### src/rtl/ctrl_pkg.sv
// Shared constants and FSM state encoding for the weight-fetch path.
package ctrl_pkg;

    localparam int unsigned LAT_CNT_W                 = 3;
    localparam int unsigned DEFAULT_BRAM_READ_LATENCY = 2;

    typedef enum logic [1:0] {
        ST_IDLE  = 2'd0,
        ST_ISSUE = 2'd1,
        ST_WAIT  = 2'd2,
        ST_VALID = 2'd3
    } fetch_state_e;

endpackage

### src/rtl/bram_addr_wrap.sv
// Combinational pointer advance inside [base_addr, end_addr], folding any
// overshoot past end back to the start of the range.
module bram_addr_wrap #(
    parameter int unsigned AW = 12
) (
    input  logic [AW-1:0] ptr,
    input  logic [1:0]    inc,
    input  logic [AW-1:0] base_addr,
    input  logic [AW-1:0] end_addr,
    output logic [AW-1:0] next_ptr_c,
    output logic          wrap_c
);

    localparam int unsigned XW = AW + 2;

    logic [XW-1:0] sum;
    logic [XW-1:0] span;
    logic [XW-1:0] off;

    // Overshoot is at most 2, so two conditional subtractions cover a span of 1.
    always_comb begin
        sum    = XW'(ptr) + XW'(inc);
        span   = XW'(end_addr) - XW'(base_addr) + XW'(1);
        wrap_c = (sum > XW'(end_addr));
        off    = sum - XW'(end_addr) - XW'(1);
        if (off >= span) off = off - span;
        if (off >= span) off = off - span;
        next_ptr_c = wrap_c ? AW'(XW'(base_addr) + off) : AW'(sum);
    end

endmodule

### src/rtl/weight_bram_addr_gen.sv
// Weight BRAM read sequencer: pointer/wrap management, dual-port issue,
// read-latency wait and hold of the fetched word pair.
module weight_bram_addr_gen
    import ctrl_pkg::*;
#(
    parameter int unsigned BRAM_ADDRESS_WIDTH = 12,
    parameter int unsigned WEIGHT_DATA_WIDTH  = 32,
    parameter int unsigned BRAM_READ_LATENCY  = DEFAULT_BRAM_READ_LATENCY
) (
    input  logic                          clk,
    input  logic                          rst_n,
    input  logic                          address_reset,
    input  logic                          bram_control_add1,
    input  logic                          bram_control_add2,
    input  logic                          bram_port_sel,
    input  logic [BRAM_ADDRESS_WIDTH-1:0] weight_base_addr,
    input  logic [BRAM_ADDRESS_WIDTH-1:0] weight_end_addr,
    output logic                          bram_a_en,
    output logic [BRAM_ADDRESS_WIDTH-1:0] bram_a_addr,
    input  logic [WEIGHT_DATA_WIDTH-1:0]  bram_a_dout,
    output logic                          bram_b_en,
    output logic [BRAM_ADDRESS_WIDTH-1:0] bram_b_addr,
    input  logic [WEIGHT_DATA_WIDTH-1:0]  bram_b_dout,
    output logic [WEIGHT_DATA_WIDTH-1:0]  weight_data,
    output logic                          weight_from_bram_valid,
    output logic                          addr_wrap
);

    localparam int unsigned AW = BRAM_ADDRESS_WIDTH;
    localparam int unsigned DW = WEIGHT_DATA_WIDTH;

    fetch_state_e         state_q, state_d;
    logic [AW-1:0]        ptr_q, ptr_d;
    logic [AW-1:0]        base_q, base_d;
    logic [AW-1:0]        end_q, end_d;
    logic [AW-1:0]        b_addr_q, b_addr_d;
    logic [LAT_CNT_W-1:0] lat_cnt_q, lat_cnt_d;
    logic [DW-1:0]        hold_a_q, hold_a_d;
    logic [DW-1:0]        hold_b_q, hold_b_d;
    logic                 en_q, en_d;
    logic                 valid_q, valid_d;
    logic                 wrap_q, wrap_d;

    logic                 advance;
    logic [1:0]           inc;
    logic [AW-1:0]        adv_ptr;
    logic                 adv_wrap;
    logic                 b_wrap_unused;

    assign advance = bram_control_add1 | bram_control_add2;
    assign inc     = {bram_control_add2, bram_control_add1};

    bram_addr_wrap #(.AW(AW)) u_ptr_wrap (
        .ptr        (ptr_q),
        .inc        (inc),
        .base_addr  (base_q),
        .end_addr   (end_q),
        .next_ptr_c (adv_ptr),
        .wrap_c     (adv_wrap)
    );

    // Port B reads the word after the pointer, using the bounds in force next cycle.
    bram_addr_wrap #(.AW(AW)) u_port_b_wrap (
        .ptr        (ptr_d),
        .inc        (2'd1),
        .base_addr  (base_d),
        .end_addr   (end_d),
        .next_ptr_c (b_addr_d),
        .wrap_c     (b_wrap_unused)
    );

    always_comb begin
        state_d   = state_q;
        ptr_d     = ptr_q;
        base_d    = base_q;
        end_d     = end_q;
        lat_cnt_d = lat_cnt_q;
        hold_a_d  = hold_a_q;
        hold_b_d  = hold_b_q;
        wrap_d    = 1'b0;

        if (address_reset) begin
            state_d = ST_ISSUE;
            ptr_d   = weight_base_addr;
            base_d  = weight_base_addr;
            end_d   = weight_end_addr;
        end else if (advance && (state_q != ST_IDLE)) begin
            // Any advance aborts an in-flight fetch and reissues.
            state_d = ST_ISSUE;
            ptr_d   = adv_ptr;
            wrap_d  = adv_wrap;
            if (adv_wrap) begin
                base_d = weight_base_addr;
                end_d  = weight_end_addr;
            end
        end else begin
            case (state_q)
                ST_ISSUE: begin
                    state_d   = ST_WAIT;
                    lat_cnt_d = LAT_CNT_W'(BRAM_READ_LATENCY);
                end
                ST_WAIT: begin
                    lat_cnt_d = lat_cnt_q - LAT_CNT_W'(1);
                    if (lat_cnt_q <= LAT_CNT_W'(1)) begin
                        hold_a_d = bram_a_dout;
                        hold_b_d = bram_b_dout;
                        state_d  = ST_VALID;
                    end
                end
                default: state_d = state_q;
            endcase
        end

        en_d    = (state_d == ST_ISSUE);
        valid_d = (state_d == ST_VALID);
    end

    always_ff @(posedge clk or negedge rst_n) begin
        if (!rst_n) begin
            state_q   <= ST_IDLE;
            ptr_q     <= '0;
            base_q    <= '0;
            end_q     <= '0;
            b_addr_q  <= '0;
            lat_cnt_q <= '0;
            hold_a_q  <= '0;
            hold_b_q  <= '0;
            en_q      <= 1'b0;
            valid_q   <= 1'b0;
            wrap_q    <= 1'b0;
        end else begin
            state_q   <= state_d;
            ptr_q     <= ptr_d;
            base_q    <= base_d;
            end_q     <= end_d;
            b_addr_q  <= b_addr_d;
            lat_cnt_q <= lat_cnt_d;
            hold_a_q  <= hold_a_d;
            hold_b_q  <= hold_b_d;
            en_q      <= en_d;
            valid_q   <= valid_d;
            wrap_q    <= wrap_d;
        end
    end

    assign bram_a_en              = en_q;
    assign bram_b_en              = en_q;
    assign bram_a_addr            = ptr_q;
    assign bram_b_addr            = b_addr_q;
    assign weight_from_bram_valid = valid_q;
    assign addr_wrap              = wrap_q;
    assign weight_data            = bram_port_sel ? hold_b_q : hold_a_q;

endmodule
### config.mk
export PLATFORM = sky130hd
export DESIGN_NAME = weight_bram_addr_gen
export DESIGN_NICKNAME = d
export VERILOG_FILES = /design/src/rtl/ctrl_pkg.sv /design/src/rtl/bram_addr_wrap.sv /design/src/rtl/weight_bram_addr_gen.sv
export SDC_FILE = /design/constraint.sdc
export NUM_CORES = 1
export LEC_CHECK = 0
export ABC_CLOCK_PERIOD_IN_PS = 27300
export CORE_MARGIN = 10
export CORE_UTILIZATION = 45
export DETAILED_ROUTE_END_ITERATION = 7
export DONT_BUFFER_PORTS = 1
export PLACE_DENSITY = 0.58
export SYNTH_ARGS = -nofsm -noshare
export SYNTH_HDL_FRONTEND = slang
export SYNTH_SLANG_ARGS = --single-unit
### constraint.sdc
create_clock -name clk -period 27.3 [get_ports clk]
set_input_delay 2.73 -clock clk [delete_from_list [all_inputs] [get_ports clk]]
set_output_delay 2.73 -clock clk [all_outputs]
set_load 0.02 [all_outputs]
Word level (Yosys, flattened, before mapping)
Cells that the tools add are included.
- register bits after elaboration: 120
- input port bits: 94
- output and inout bits: 60
- word-level logic and storage cells: 69
- order comparisons: 7
- add/sub/neg operators: 17
- equality and inequality tests: 4
- reductions and logical operators: 5
- multiplexer cells: 22
- bitwise gates (word level): 3
- operators by type and width (cell ; count):
    12-bit 2-to-1 mux ; 12
    14-bit >= comparator ; 4
    32-bit 2-to-1 mux ; 1
    14-bit by 1-bit adder with 14-bit output (second input constant) ; 2
    14-bit by 12-bit > comparator with 1-bit output ; 2
    14-bit 2-to-1 mux ; 2
    14-bit by 1-bit subtractor with 14-bit output (second input constant) ; 2
    14-bit by 12-bit subtractor with 14-bit output ; 2
    14-bit subtractor ; 2
    12-bit by 12-bit subtractor with 13-bit output ; 2
    12-bit adder ; 2
    12-bit subtractor ; 2
    12-bit by 1-bit adder with 13-bit output (second input constant) ; 1
    12-bit by 2-bit adder with 13-bit output ; 1
    2-bit 2-to-1 mux ; 3
    3-bit one-hot mux with 2 select lines ; 1
    2-bit by 1-bit == test with 1-bit output (second input constant) ; 2
    2-bit == test (second input constant) ; 2
    2-bit one-hot mux with 2 select lines ; 1
    4-bit AND reduction ; 1
    2-bit nonzero test ; 2
    3-bit by 1-bit <= comparator with 1-bit output (second input constant) ; 1
    3-bit AND reduction ; 1
    3-bit by 1-bit subtractor with 3-bit output (second input constant) ; 1
    other kinds (4) ; 6

Logic depth before layout (Yosys ltp)
- depth in word-level cells: 20
- mapped depth: 96
- gate-level depth less buffers: 93

Hierarchy
Synthesis repeated with hierarchy kept, for this count alone.
- cell total of the unflattened synthesis: 1540
- area total of the unflattened synthesis: 13529.2 um^2
- by module, submodules not included (module ; cells an instance ; instances ; area each (um^2) ; seq. area each (um^2)):
    weight_bram_addr_gen ; 331 ; 1 ; 5157.4 ; 3002.9
    bram_addr_wrap at u_port_b_wrap ; 629 ; 1 ; 4345.4 ; 0.0
    bram_addr_wrap at u_ptr_wrap ; 580 ; 1 ; 4026.4 ; 0.0

Worst setup path after synthesis
Ideal clock, no wire load.
- kind: input port to flip-flop
- from: input port bram_control_add1
- to: register b_addr_q[11], in the netlist bram_b_addr[11]
- required time: 27167 ps
- arrival: 19972 ps
- library setup time: 133 ps
- path buffers: 4
- path slack: 7195 ps
- stages: 91
- cells stage by stage: ha_1 -> fa_1 -> nand3_1 -> xnor2_1 -> ha_1 -> and3_1 -> a221o_1 -> xor2_1 -> ha_1 -> inv_1 -> o22ai_1 -> o21ai_0 -> nand2_1 -> a21oi_1 -> nor2b_1 -> a211oi_1 -> o221ai_1 -> o21bai_1 -> [55 not listed] -> o21ai_0 -> clkbuf_1 -> mux2_2 -> ha_1 -> a21o_1 -> a21oi_1 -> o21ai_0 -> a21oi_1 -> o21bai_1 -> a21oi_1 -> o21bai_1 -> a21oi_1 -> o21ai_0 -> xnor2_1 -> xnor2_1 -> a31o_2 -> o211ai_1 -> o211ai_1
- cells in the longest elaborated chain, start to end: 20
- elaborated cells on any way between the ends: 36
- classes of those cells: 14 x add/sub; 6 x order compare; 14 x mux; 1 x bitwise; 1 x reduce/logical
- ends and longest elaborated chain (element ; RTL line ; source):
    from (decl) ; weight_bram_addr_gen.sv:13 ; input logic bram_control_add1,
    12-bit by 2-bit adder with 13-bit output ; bram_addr_wrap.sv:22 ; sum = XW'(ptr) + XW'(inc);
    14-bit by 12-bit subtractor with 14-bit output ; bram_addr_wrap.sv:25 ; off = sum - XW'(end_addr) - XW'(1);
    14-bit by 1-bit subtractor with 14-bit output ; bram_addr_wrap.sv:25 ;
    14-bit subtractor or 14-bit >= comparator (tied branches) ; bram_addr_wrap.sv:26 ; if (off >= span) off = off - span;
    14-bit 2-to-1 mux ; bram_addr_wrap.sv:26 ;
    12-bit subtractor or 14-bit >= comparator (tied branches) ; bram_addr_wrap.sv:27 ; if (off >= span) off = off - span;
    12-bit 2-to-1 mux ; bram_addr_wrap.sv:27 ;
    12-bit adder ; bram_addr_wrap.sv:28 ; next_ptr_c = wrap_c ? AW'(XW'(base_addr) + off) : AW'(sum);
    [3 not listed] ; - ;
    via ptr_d[6] ; weight_bram_addr_gen.sv:33 ; logic [AW-1:0] ptr_q, ptr_d;
    [2 not listed] ; - ;
    14-bit by 1-bit subtractor with 14-bit output ; bram_addr_wrap.sv:25 ;
    14-bit subtractor or 14-bit >= comparator (tied branches) ; bram_addr_wrap.sv:26 ;
    14-bit 2-to-1 mux ; bram_addr_wrap.sv:26 ;
    12-bit subtractor or 14-bit >= comparator (tied branches) ; bram_addr_wrap.sv:27 ;
    12-bit 2-to-1 mux ; bram_addr_wrap.sv:27 ;
    12-bit adder ; bram_addr_wrap.sv:28 ;
    12-bit 2-to-1 mux * ; bram_addr_wrap.sv:28 ;
    via b_addr_d[11] ; weight_bram_addr_gen.sv:36 ; logic [AW-1:0] b_addr_q, b_addr_d;
    to (signal assigned) ; weight_bram_addr_gen.sv:136 ; b_addr_q <= b_addr_d;
    to (decl) ; weight_bram_addr_gen.sv:36 ;
Mark *: on every way through the listed nets, which the timed path passes. The rest lies on a longest branch.
A chain may end at the register's enable or synchronous reset.

Final worst setup path
Ends and elaborated chain as after synthesis.

==> results.cfg <==
[status]
status = finished, final reports clean

[layout]
n_antenna_cell = 0
final_nets = 1557
synthToLayoutAreaGrowth_pct = 7.86
drive_gt1_share_pct = 14.1
layout.cells.non_filler = 1668

[logic_synthesis]
synth_edf_count = 0
synth_ff_type = dfrtp_1
yosys-top-cells-count = ha_1, mux2_2, inv_1
ys_warn_count = 0
syn_inst = 1324
ys_ff_latch = 120
synth_cell_types = 72
synth_area_leader_cell = dfrtp_1
async_flop_share_pct = 100
synth_fp_nets = 1561
seq_area_frac_synth_pct = 25.2
synth_area_sq_um = 11900
syn_area_per_cell_sq_um = 9.01
netlist.area_leader.share_pct = 25.2
synthTopCellsByArea = dfrtp_1, ha_1, mux2_2
yosysMostFrequentCell = ha_1

[worst_setup_path]
cp.arrival_ps = 22410
cp_common_cell = a21oi_1
cp-end-kind = register
cp_slowest_cell = nor3b_1
cp-start-kind = input port
critical_path_peak_fanout = 23
worst_path_largest_cell_delay_ps = 640
required_ps = 27580
crit_type = input port to register

[placed_design]
dp_hpwl_um = 27500
place_congestion = 0.916
dp_cells = 1636
io_buffers = 0

[sta]
worstMarginPinSlew_ps = 822
fin_crit_sh_pct = 81.1
slew_headroom_pct = 45.2
timing.setup.tns_ps = 0
setup_viol = 0
grt_setup_unrepaired = no
timing.hold.ws_ps = 502
slew_violations = 0
max_clock_freq_mhz = 45.2
hold_viol_final = 0
min_period_ps = 22130
fin_skew_ps = 24.2

[clocking]
clk-insertion-delay-late_ps = 430
clock-sinks = 120
h-tree-depth = 4
numCtsBuffers = 17
postCtsHoldBufs = 0
cts_tree = yes
clockBufferDepth = 2
post_cts_buffers = 0
cts-root-buf = clkbuf_16
post_cts_resize_count = 0
clk_pin_slew_ps = 60

[floorplanning]
die_w_um = 183
die_area_sq_um = 33400
io_pins = 154
initial_core_util_pct = 45.8
core_area_sq_um = 26100
die_y_um = 183
rows = 59

[detailed_routing]
dr.pass1.iters = 5
drc = 0
vias = 9515
wl_per_cell_um = 20.0
viasPerCell = 5.70
totalWireLength_um = 33300
drt_iter0_markers = 568
drtAntennaViolNets = 0

[grt]
antenna_found_initial = 2
grt_max_degree = 121
grt_pass1_wl_um = 51800
grt_util_all_layers_pct = 19.4
grt_pass1_vias = 9491
grt_overflow = 0

[job]
max_cap_violations = 0

[worst_hold_path]
hp-class = register to register
==> worst paths after layout <==
kind,startpoint,to,slack (ps),depth (start not counted)
max,bram_control_add1,bram_b_addr[11],5170,87
min,hold_b_q[13],hold_b_q[13],500,1
max reg2reg,bram_a_addr[0],bram_b_addr[11],6970,87
min reg2reg,hold_b_q[13],hold_b_q[13],500,1
max in group asynchronous,rst_n,bram_a_addr[1],25080,0
min in group asynchronous,rst_n,hold_b_q[4],2000,0
==> cell families (layout without fill, tap and decap cells) <==
group	after synthesis	in the layout	share of synthesized area, %
xor gates and xnor gates	139	139	10.6
AOI/OAI and AO/OA	335	335	17.7
adders and majority gates	144	144	15.8
muxes	149	149	13.9
buffers and inverters	159	168	5.11
and+or+nand+nor	278	278	11.7
DFF	120	120	25.2
==> worst max-delay path, delay by kind of cell <==
family                     cells  cell delay [ps]
adders and majority gates     12             4020
muxes                          3             1060
and+or+nand+nor               10             2170
AOI/OAI and AO/OA             51            10500
buffers and inverters          4              580
xor gates and xnor gates       7             1310
==> layout by cell type, fill, tap and decap left out, types with 13 or more instances in the layout <==
| cell | instances |
|---|---|
| nor2_1 | 52 |
| mux2_2 | 131 |
| o21a_1 | 13 |
| o21ai_0 | 63 |
| dfrtp_1 | 120 |
| xor2_1 | 41 |
| and3_1 | 21 |
| clkbuf_16 | 17 |
| xnor2_1 | 94 |
| a21o_1 | 38 |
| nand2b_1 | 17 |
| nor2b_1 | 14 |
| nor3_1 | 22 |
| a21oi_1 | 115 |
| nand2_1 | 68 |
| nand3_1 | 36 |
| nand4_1 | 17 |
| inv_1 | 126 |
| o21bai_1 | 26 |
| ha_1 | 132 |
==> per-stage QoR <==
stage	area [sq um]	worst slack [ps]	utilization [%]
after floorplan	11900	7190	-
after CTS	12900	5370	49.4
after global placement	12300	5460	47.2
after detailed placement	12300	4990	47.2
after global routing	12900	3650	49.4
final	12900	5170	49.4
==> cell type report <==
| cell class | count | area (sq um) |
|---|---|---|
| fillers | 2477 | 13200 |
| repair buffers | 9 | 67.6 |
| flip-flops and latches | 120 | 3000 |
| well taps | 335 | 419 |
| inverters | 127 | 477 |
| clock inverters | 14 | 140 |
| multi-input cells | 1045 | 8330 |
| clock buffers | 18 | 429 |
==> state kept, by name (all words and copies together) (netlist names) <==
name,cells
hold_a_q,32
hold_b_q,32
base_q,12
bram_a_addr,12
bram_b_addr,12
end_q,12
lat_cnt_q,3
state_q,2
addr_wrap,1
bram_a_en,1
weight_from_bram_valid,1
==> layer usage <==
layer	vias to the layer above	part of all wire (%)	routed length (um)	global-route usage (%)
met5	-	0.060	20	0
met3	58	2.7	904	2.15
met1	4543	43	14400	23.5
li1	4734	-	-	-
met4	2	3.2	1050	7.81
met2	178	51	17000	34.5
Power is left out: the tool's default activity adds up to more than one toggle a clock period on the data nets, which glitch-free logic cannot reach.
